--- src/rtl/spi_tx_queue_if.sv ---
// Host-side and SPI-master-side signal bundle for the transmit byte queue.
// The slave modport is the queue itself; the master modport is whatever drives it.
interface spi_tx_queue_if #(
  parameter int DEPTH = 8,
  parameter int AW    = 3
);
  logic          wr_en;
  logic [7:0]    wr_data;
  logic          full;
  logic          empty;
  logic [AW:0]   count;
  logic [7:0]    spi_data;
  logic          spi_rdy;
  logic          xfer_done;
  logic [7:0]    rx_in;
  logic [7:0]    rx_data;
  logic          rx_valid;
  logic          rx_ack;
  logic          rx_overrun;
  logic          busy;

  modport slave (
    input  wr_en, wr_data, xfer_done, rx_in, rx_ack,
    output full, empty, count, spi_data, spi_rdy,
           rx_data, rx_valid, rx_overrun, busy
  );

  modport master (
    output wr_en, wr_data, xfer_done, rx_in, rx_ack,
    input  full, empty, count, spi_data, spi_rdy,
           rx_data, rx_valid, rx_overrun, busy
  );
endinterface

--- src/rtl/spi_tx_queue.sv ---
// Byte FIFO feeding an SPI master one byte at a time, popping on each end-of-byte
// pulse and capturing the master's receive byte into a host holding register.
module spi_tx_queue #(
  parameter int DEPTH = 8,
  parameter int AW    = 3
) (
  input  logic         clk,
  input  logic         rst,
  spi_tx_queue_if.slave bus
);

  typedef enum logic [1:0] {IDLE, LOAD, SHIFT} state_t;

  state_t        state, state_next;
  logic [7:0]    mem [DEPTH];
  logic [AW-1:0] wr_ptr, rd_ptr, load_ptr;
  logic [AW:0]   count, count_next;
  logic [7:0]    spi_data, rx_data;
  logic          spi_rdy, rdy_next;
  logic          rx_valid, rx_overrun, busy;
  logic          load_en, push, pop, full, empty;

  assign full  = (count == (AW+1)'(DEPTH));
  assign empty = (count == '0);
  assign push  = bus.wr_en && !full;
  assign pop   = (state == SHIFT) && bus.xfer_done;

  always_comb begin
    count_next = count;
    case ({push, pop})
      2'b10:   count_next = count + (AW+1)'(1);
      2'b01:   count_next = count - (AW+1)'(1);
      default: count_next = count;
    endcase
  end

  // Storage holds data only, so it carries no reset.
  always_ff @(posedge clk) begin
    if (push) mem[wr_ptr] <= bus.wr_data;
  end

  always_comb begin
    state_next = state;
    load_en    = 1'b0;
    load_ptr   = rd_ptr;
    rdy_next   = 1'b0;
    case (state)
      IDLE: begin
        if (!empty) begin
          state_next = LOAD;
          load_en    = 1'b1;
        end
      end
      LOAD: begin
        state_next = SHIFT;
        rdy_next   = 1'b1;
      end
      SHIFT: begin
        rdy_next = 1'b1;
        if (bus.xfer_done) begin
          rdy_next = 1'b0;
          // Only bytes already stored count here; a same-cycle write is not
          // yet readable, so it is picked up from IDLE on the next cycle.
          if (count > (AW+1)'(1)) begin
            state_next = LOAD;
            load_en    = 1'b1;
            load_ptr   = rd_ptr + AW'(1);
          end else begin
            state_next = IDLE;
          end
        end
      end
      default: state_next = IDLE;
    endcase
  end

  always_ff @(posedge clk or posedge rst) begin
    if (rst) begin
      state  <= IDLE;
      wr_ptr <= '0;
      rd_ptr <= '0;
      count  <= '0;
    end else begin
      state <= state_next;
      count <= count_next;
      if (push) wr_ptr <= wr_ptr + AW'(1);
      if (pop)  rd_ptr <= rd_ptr + AW'(1);
    end
  end

  always_ff @(posedge clk or posedge rst) begin
    if (rst) begin
      spi_data <= 8'h00;
      spi_rdy  <= 1'b0;
      busy     <= 1'b0;
    end else begin
      spi_rdy <= rdy_next;
      busy    <= (state_next != IDLE);
      if (load_en) spi_data <= mem[load_ptr];
    end
  end

  // A capture always beats a simultaneous acknowledge.
  always_ff @(posedge clk or posedge rst) begin
    if (rst) begin
      rx_data    <= 8'h00;
      rx_valid   <= 1'b0;
      rx_overrun <= 1'b0;
    end else if (pop) begin
      rx_data  <= bus.rx_in;
      rx_valid <= 1'b1;
      if (rx_valid && !bus.rx_ack) rx_overrun <= 1'b1;
    end else if (bus.rx_ack) begin
      rx_valid <= 1'b0;
    end
  end

  assign bus.full       = full;
  assign bus.empty      = empty;
  assign bus.count      = count;
  assign bus.spi_data   = spi_data;
  assign bus.spi_rdy    = spi_rdy;
  assign bus.rx_data    = rx_data;
  assign bus.rx_valid   = rx_valid;
  assign bus.rx_overrun = rx_overrun;
  assign bus.busy       = busy;

endmodule

--- src/flat_wrapper.sv ---
// flat-port wrapper written by rule: the top's interface ports become plain ports
module spi_tx_queue_flat 
#(
  parameter int DEPTH = 8,
  parameter int AW    = 3
)
  (clk, rst, bus_wr_en, bus_wr_data, bus_xfer_done, bus_rx_in, bus_rx_ack, bus_full, bus_empty, bus_count, bus_spi_data, bus_spi_rdy, bus_rx_data, bus_rx_valid, bus_rx_overrun, bus_busy);
  spi_tx_queue_if #(.DEPTH(DEPTH), .AW(AW)) bus_i ();
  input  logic clk;
  input  logic rst;
  input wire logic [$bits(bus_i.wr_en)-1:0] bus_wr_en;
  input wire logic [$bits(bus_i.wr_data)-1:0] bus_wr_data;
  input wire logic [$bits(bus_i.xfer_done)-1:0] bus_xfer_done;
  input wire logic [$bits(bus_i.rx_in)-1:0] bus_rx_in;
  input wire logic [$bits(bus_i.rx_ack)-1:0] bus_rx_ack;
  output wire logic [$bits(bus_i.full)-1:0] bus_full;
  output wire logic [$bits(bus_i.empty)-1:0] bus_empty;
  output wire logic [$bits(bus_i.count)-1:0] bus_count;
  output wire logic [$bits(bus_i.spi_data)-1:0] bus_spi_data;
  output wire logic [$bits(bus_i.spi_rdy)-1:0] bus_spi_rdy;
  output wire logic [$bits(bus_i.rx_data)-1:0] bus_rx_data;
  output wire logic [$bits(bus_i.rx_valid)-1:0] bus_rx_valid;
  output wire logic [$bits(bus_i.rx_overrun)-1:0] bus_rx_overrun;
  output wire logic [$bits(bus_i.busy)-1:0] bus_busy;
  assign bus_i.wr_en = bus_wr_en;
  assign bus_i.wr_data = bus_wr_data;
  assign bus_i.xfer_done = bus_xfer_done;
  assign bus_i.rx_in = bus_rx_in;
  assign bus_i.rx_ack = bus_rx_ack;
  assign bus_full = bus_i.full;
  assign bus_empty = bus_i.empty;
  assign bus_count = bus_i.count;
  assign bus_spi_data = bus_i.spi_data;
  assign bus_spi_rdy = bus_i.spi_rdy;
  assign bus_rx_data = bus_i.rx_data;
  assign bus_rx_valid = bus_i.rx_valid;
  assign bus_rx_overrun = bus_i.rx_overrun;
  assign bus_busy = bus_i.busy;
  spi_tx_queue #(.DEPTH(DEPTH), .AW(AW)) u_core (.clk(clk), .rst(rst), .bus(bus_i));
endmodule
--- config.mk ---
export PLATFORM = sky130hd
export DESIGN_NAME = spi_tx_queue_flat
export DESIGN_NICKNAME = d
export VERILOG_FILES = /design/src/rtl/spi_tx_queue_if.sv /design/src/rtl/spi_tx_queue.sv /design/src/flat_wrapper.sv
export SDC_FILE = /design/constraint.sdc
export NUM_CORES = 1
export LEC_CHECK = 0
export ABC_AREA = 1
export CELL_PAD_IN_SITES_DETAIL_PLACEMENT = 0
export CELL_PAD_IN_SITES_GLOBAL_PLACEMENT = 1
export CORE_ASPECT_RATIO = 0.7
export CORE_MARGIN = 2
export CORE_UTILIZATION = 40
export DETAILED_ROUTE_END_ITERATION = 10
export PLACE_DENSITY = 0.7
export SLEW_MARGIN = 10
export SYNTH_ARGS = -nofsm -noshare
export SYNTH_HDL_FRONTEND = slang
export SYNTH_SLANG_ARGS = --single-unit
--- constraint.sdc ---
create_clock -name clk -period 5.48 [get_ports clk]
set_input_delay 1.644 -clock clk [delete_from_list [all_inputs] [get_ports clk]]
set_output_delay 1.644 -clock clk [all_outputs]
set_load 0.05 [all_outputs]
# --- Yosys cells after proc, flatten, opt, wreduce, memory -nomap -nowiden ---
# Memories as Yosys holds them, arrays and structs flattened. A register that Yosys moved wholly into a read port is not among the register bits.
# Cells that the tools add are included.
classes:
  n_mux: 18
  addsub: 4
  n_reduce_logical: 11
  n_eq_ne: 5
  n_lt_le_gt_ge: 1
op_table:
  columns: ["operator", "count"]
  rows:
  - ["1-bit two-way mux", 9]
  - ["3-bit two-way mux", 3]
  - ["4-bit case mux with 2 select lines", 1]
  - ["3-bit by 1-bit adder with 3-bit output, second input constant", 2]
  - ["2-bit case mux with 3 select lines", 1]
  - ["2-bit nonzero test", 3]
  - ["4-bit by 1-bit adder with 4-bit output, second input constant", 1]
  - ["2-bit by 1-bit == test with 1-bit output, second input constant", 2]
  - ["2-bit == test, second input constant", 2]
  - ["4-bit == test, second input constant", 1]
  - ["4-bit by 1-bit > comparator with 1-bit output, second input constant", 1]
  - ["4-bit logical NOT", 1]
  - ["2-bit two-way mux", 2]
  - ["1-bit case mux with 2 select lines", 2]
  - ["4-bit by 1-bit subtractor with 4-bit output, second input constant", 1]
  - ["1-bit logical AND", 3]
  - ["1-bit logical NOT", 2]
  - ["2-bit logical NOT", 1]
  - ["2-bit AND reduction", 1]
word_totals:
  reg_bits: 24
  wordCells: 49
  mem_bits_rw: 64
  output_inout_bits: 26
  input_bits: 21
  mem_count: 1
mem_list:
  columns: ["name", "words", "width", "read_ports", "rd_ports_with_merged_regs", "wr", "line", "text"]
  rows:
  - ["u_core.mem", 8, 8, 1, 1, 1, "spi_tx_queue.sv:15", "logic [7:0] mem [DEPTH];"]

# --- Depth between registers and ports, before layout ---
depth:
  word_depth: 5
  ltp_mapped: 15
  ltp_nobuf: 14

# --- Least setup slack after synthesis ---
# No wires, ideal clock.
synth_timing:
  path_kind: "reg2out"
  from: "register u_core.count[1] (netlist: u_core.bus.count[1])"
  to: "output bus_full"
  setup_slack_ns: 2.179
  arrival_ns: 1.657
  stages_incl_launch_ff: 5
  cell_sequence: "dfrtp_1 > inv_1 > ha_1 > nand2_1 > nor2_1"
synth_via:
  elab_chain_cells: 1
synth_lines:
  columns: ["item", "line", "text"]
  rows:
  - ["start: declaration", "spi_tx_queue.sv:17", "logic [AW:0] count, count_next;"]
  - ["start signal: assignment", "spi_tx_queue.sv:85", "count <= count_next;"]
  - ["4-bit == test", "spi_tx_queue.sv:23", "assign full = (count == (AW+1)'(DEPTH));"]
  - ["end: declaration", "flat_wrapper.sv:16", "output wire logic [$bits(bus_i.full)-1:0] bus_full;"]
# Every way passes these cells.

# --- Worst setup path after layout ---
layout_timing:
  from: "input bus_xfer_done"
  to: "register u_core.spi_data[1] (netlist: u_core.bus.spi_data[1]) (read register of u_core.mem)"
layout_via:
  elab_chain_cells: 2
  elab_cells_between_ends: 4
  cone_classes: "mux: 4"
layout_lines:
  columns: ["item", "line", "text"]
  rows:
  - ["start: declaration", "flat_wrapper.sv:13", "input wire logic [$bits(bus_i.xfer_done)-1:0] bus_xfer_done;"]
  - ["1-bit two-way mux or 3-bit two-way mux (tied branches)", "spi_tx_queue.sv:60", "if (bus.xfer_done) begin"]
  - ["1-bit case mux with 2 select lines or 3-bit two-way mux (tied branches)", "spi_tx_queue.sv:47", "case (state)"]
  - ["end: declaration", "spi_tx_queue.sv:18", "logic [7:0] spi_data, rx_data;"]
# Several ways; a longest one is shown, not always the timed one.
# A chain may end at the register's enable or synchronous reset.

==> metrics.txt <==
detailed placer's ending HPWL=6170 um; Final ANT Viol Nets=0; CP required=between 5 and 6 ns; Crit path largest cell delay=0.51 ns; post-synthesis sequential area ratio=62.9%; layout cells sized above 1=6.46%; crit end category=flip-flop; Die Ht=91.0 um; Max Clk Rate=0.253 GHz; routed wire length=9390 um; Post-Syn Area per Cell=10.1 um2; core footprint=10400 um2; r2r startpoint=u_core.state[0]; hold buffer count at cts=0; worst skew pair latency=0.35 ns; endpoints failing setup=0; Hold Crit Start=u_core.bus.spi_data[4]; Syn Nets=461; average wire per standard cell=approximately 15 um; Max IR drop VDD=0.264 mV; total power=~3.1 mW; hold path depth=2; clk sink count=96; Slew Limit Fails=0; vias in the first global route=approximately 2800; post-synthesis cell type count=25; Post-Synthesis Cell Area=around 4300 um2; max cap viols=0; post-synthesis register bit count=96; Final nets=506; Worst path slowest cell=nand2_2; Area Overhead vs Synth=19.6%; Placed Instances=~600; worst r2r path cells=13; Max-slew headroom=~28%; overall routing resource usage=17.1%; gpl congestion=~0.78; Std-Cell Rows=31; CTS tree=done; GR Overflow Total=0; Critical Path AT=around 4.2 ns; # DRC=0; largest net degree at the start of global routing=34; final non-filler cell total=around 610; Die Area=11700 um2; # diodes=0; post-CTS setup buffer count=0; DRC marker count from the first detailed-route iteration=234; worst min path class=flip-flop to flip-flop; root buffer cell=clkbuf_16; H-tree Lvls=3; # IOs=47; startpoint types=input pin; most used cell, CP=nand2_1; crit share post-route=between 70% and 80%; power per cell area=just over 600 nW/um2; final hold vios=0; Setup Skew=between 0.005 and 0.006 ns; critical path peak fanout=33; static leakage=2.32 nW; Critical R2R Capture=u_core.bus.spi_data[1]; DIE WIDTH=approximately 130 um; hold path endpoint=u_core.bus.spi_data[4]; setup tns final=0 ns; CP bufs+invs=2; Initial Util=approximately 41%; YS warnings=0; outcome=finished clean; first-pass GRT wire length=14900 um; RSZ-0062 raised after global routing=no; post-layout minimum cycle time=3.95 ns; Max Root-Sink Buffers=2; delay-heaviest family, CP=simple AND/OR/NAND/NOR gates; via count=2947; drt pass-1 iters=5; Setup CP Type=input pin to flip-flop; # port buffers=46; post-DR vias/cell=between 4 and 5; Cells after Synth=430; post_cts resized=0; clock-pin slew on the worst setup and hold paths=0.07 ns; initial antenna violation count=0; Num CTS Buffers=9; FILL cells=951; R2R Setup Slk=2.62 ns; worst slew pin tran=1.08 ns; crit path cell chain=clkdlybuf4s50_1, nand2_2, inv_2, nand2_4, nand2_2, nand2_4, nand2_1, nand2_1, nand2_1, nand3_1, nand3_1, nand2_1
-- synthesized netlist by cell type --
cell type	instances	area share, %
buf_4	4	0.69
buf_6	2	0.52
o21ai_0	8	0.93
inv_2	1	0.087
a21boi_0	1	0.17
edfxtp_1	64	44
nor3_1	1	0.12
buf_1	1	0.087
ha_1	10	2.9
nor2_2	1	0.14
a21oi_1	4	0.46
inv_1	73	6.3
dfrtp_1	32	19
o21bai_1	2	0.35
nand2_2	4	0.58
buf_2	6	0.69
xnor2_1	3	0.61
nor2_1	9	0.78
nand2_4	2	0.52
or2_2	2	0.29
nand3_1	81	9.4
nand2_1	111	9.6
xor2_1	4	0.81
nand3_4	1	0.40
o21ai_2	3	0.61
-- final cells by class --
type	count	area [um2]	share of cell area (%)
multi-input combinational	247	1240	24.0
tap	132	165	3.19
timing repair buffer	47	468	9.04
clock buffer	9	225	4.35
sequential	96	2720	52.6
inverter	74	278	5.37
clock inverter	7	77.6	1.50
-- per-stage QoR --
step | setup slack (ns) | cell area, um2 | hold WS [ns] | utilization, %
2_1_floorplan | 2.18 | 4330 | 0.493 | -
3_3_place_gp | 1.26 | 4870 | 0.466 | 46.7
3_5_place_dp | 1.19 | 4870 | 0.466 | 46.7
4_1_cts | 1.55 | 5180 | 0.485 | 49.6
5_1_grt | 1.26 | 5180 | 0.492 | 49.6
6_report | 1.53 | 5180 | 0.476 | 49.6
-- per-layer routing --
| layer | wire length (um) | share of wire, % | global-route usage [%] |
|---|---|---|---|
| met1 | 4630 | 49 | 24.9 |
| met2 | 3990 | 43 | 25.0 |
| met3 | 662 | 7.1 | 4.66 |
| met4 | 102 | 1.1 | 4.95 |
| met5 | 0 | 0 | 0 |
-- worst register-to-register path, delay by kind of cell, from the launching register on --
family        cells  cell delay [ns]
fa+ha+maj         1             0.20
buf+inv           2             0.38
flops             1             0.40
simple gates     10             1.77
-- placed cells by master (no fill, tap or decap), types with 2 or more instances in the layout --
| master | synthesis | layout |
|---|---|---|
| inv_6 | 0 | 3 |
| xnor2_1 | 3 | 3 |
| a21oi_1 | 4 | 4 |
| xor2_1 | 4 | 4 |
| o21ai_0 | 8 | 8 |
| clkdlybuf4s50_1 | 0 | 46 |
| nor2_1 | 9 | 9 |
| inv_1 | 73 | 73 |
| nand2_4 | 2 | 2 |
| o21ai_2 | 3 | 3 |
| nand3_1 | 81 | 81 |
| edfxtp_1 | 64 | 64 |
| nand2_1 | 111 | 111 |
| nand2_2 | 4 | 4 |
| or2_2 | 2 | 2 |
| o21bai_1 | 2 | 2 |
| clkbuf_16 | 0 | 9 |
| ha_1 | 10 | 10 |
| dfrtp_1 | 32 | 32 |
-- report_power, final --
group / internal [mW] / leakage, nW / switching [mW]
logic: 0.436 / 1.19 / 0.984
registers: 0.966 / 0.975 / 0.105
clock network: 0.358 / 0.147 / 0.276
-- how the worst max path moves through the flow --
stage,start,endpoint,slack [ns],cells after the start
after floorplan,u_core.bus.count[1],bus_full,2.18,4
after global placement,bus_xfer_done,u_core.bus.spi_data[1],1.26,12
after detailed placement,bus_xfer_done,u_core.bus.spi_data[1],1.19,12
after CTS,bus_xfer_done,u_core.bus.spi_data[1],1.55,12
after global routing,bus_xfer_done,u_core.bus.spi_data[7],1.26,12
final,bus_xfer_done,u_core.bus.spi_data[1],1.53,12
-- kinds of logic (layout without fill, tap and decap cells) --
family,after synthesis,count (layout),share of synthesized area [%]
AOI/OAI and AO/OA,18,18,2.52
xor gates and xnor gates,7,7,1.42
adders and majority gates,10,10,2.89
buffers and inverters,87,137,8.42
DFF,96,96,62.9
and+or+nand+nor,212,212,21.8
-- flip-flops by register name (all words and copies together) (netlist names) --
register,cells
u_core.mem,64
u_core.bus.rx_data,8
u_core.bus.spi_data,8
u_core.bus.count,4
u_core.rd_ptr,3
u_core.wr_ptr,3
u_core.state,2
u_core.bus.busy,1
u_core.bus.rx_overrun,1
u_core.bus.rx_valid,1
u_core.bus.spi_rdy,1
Note: power is estimated with default switching activity, not from simulation.
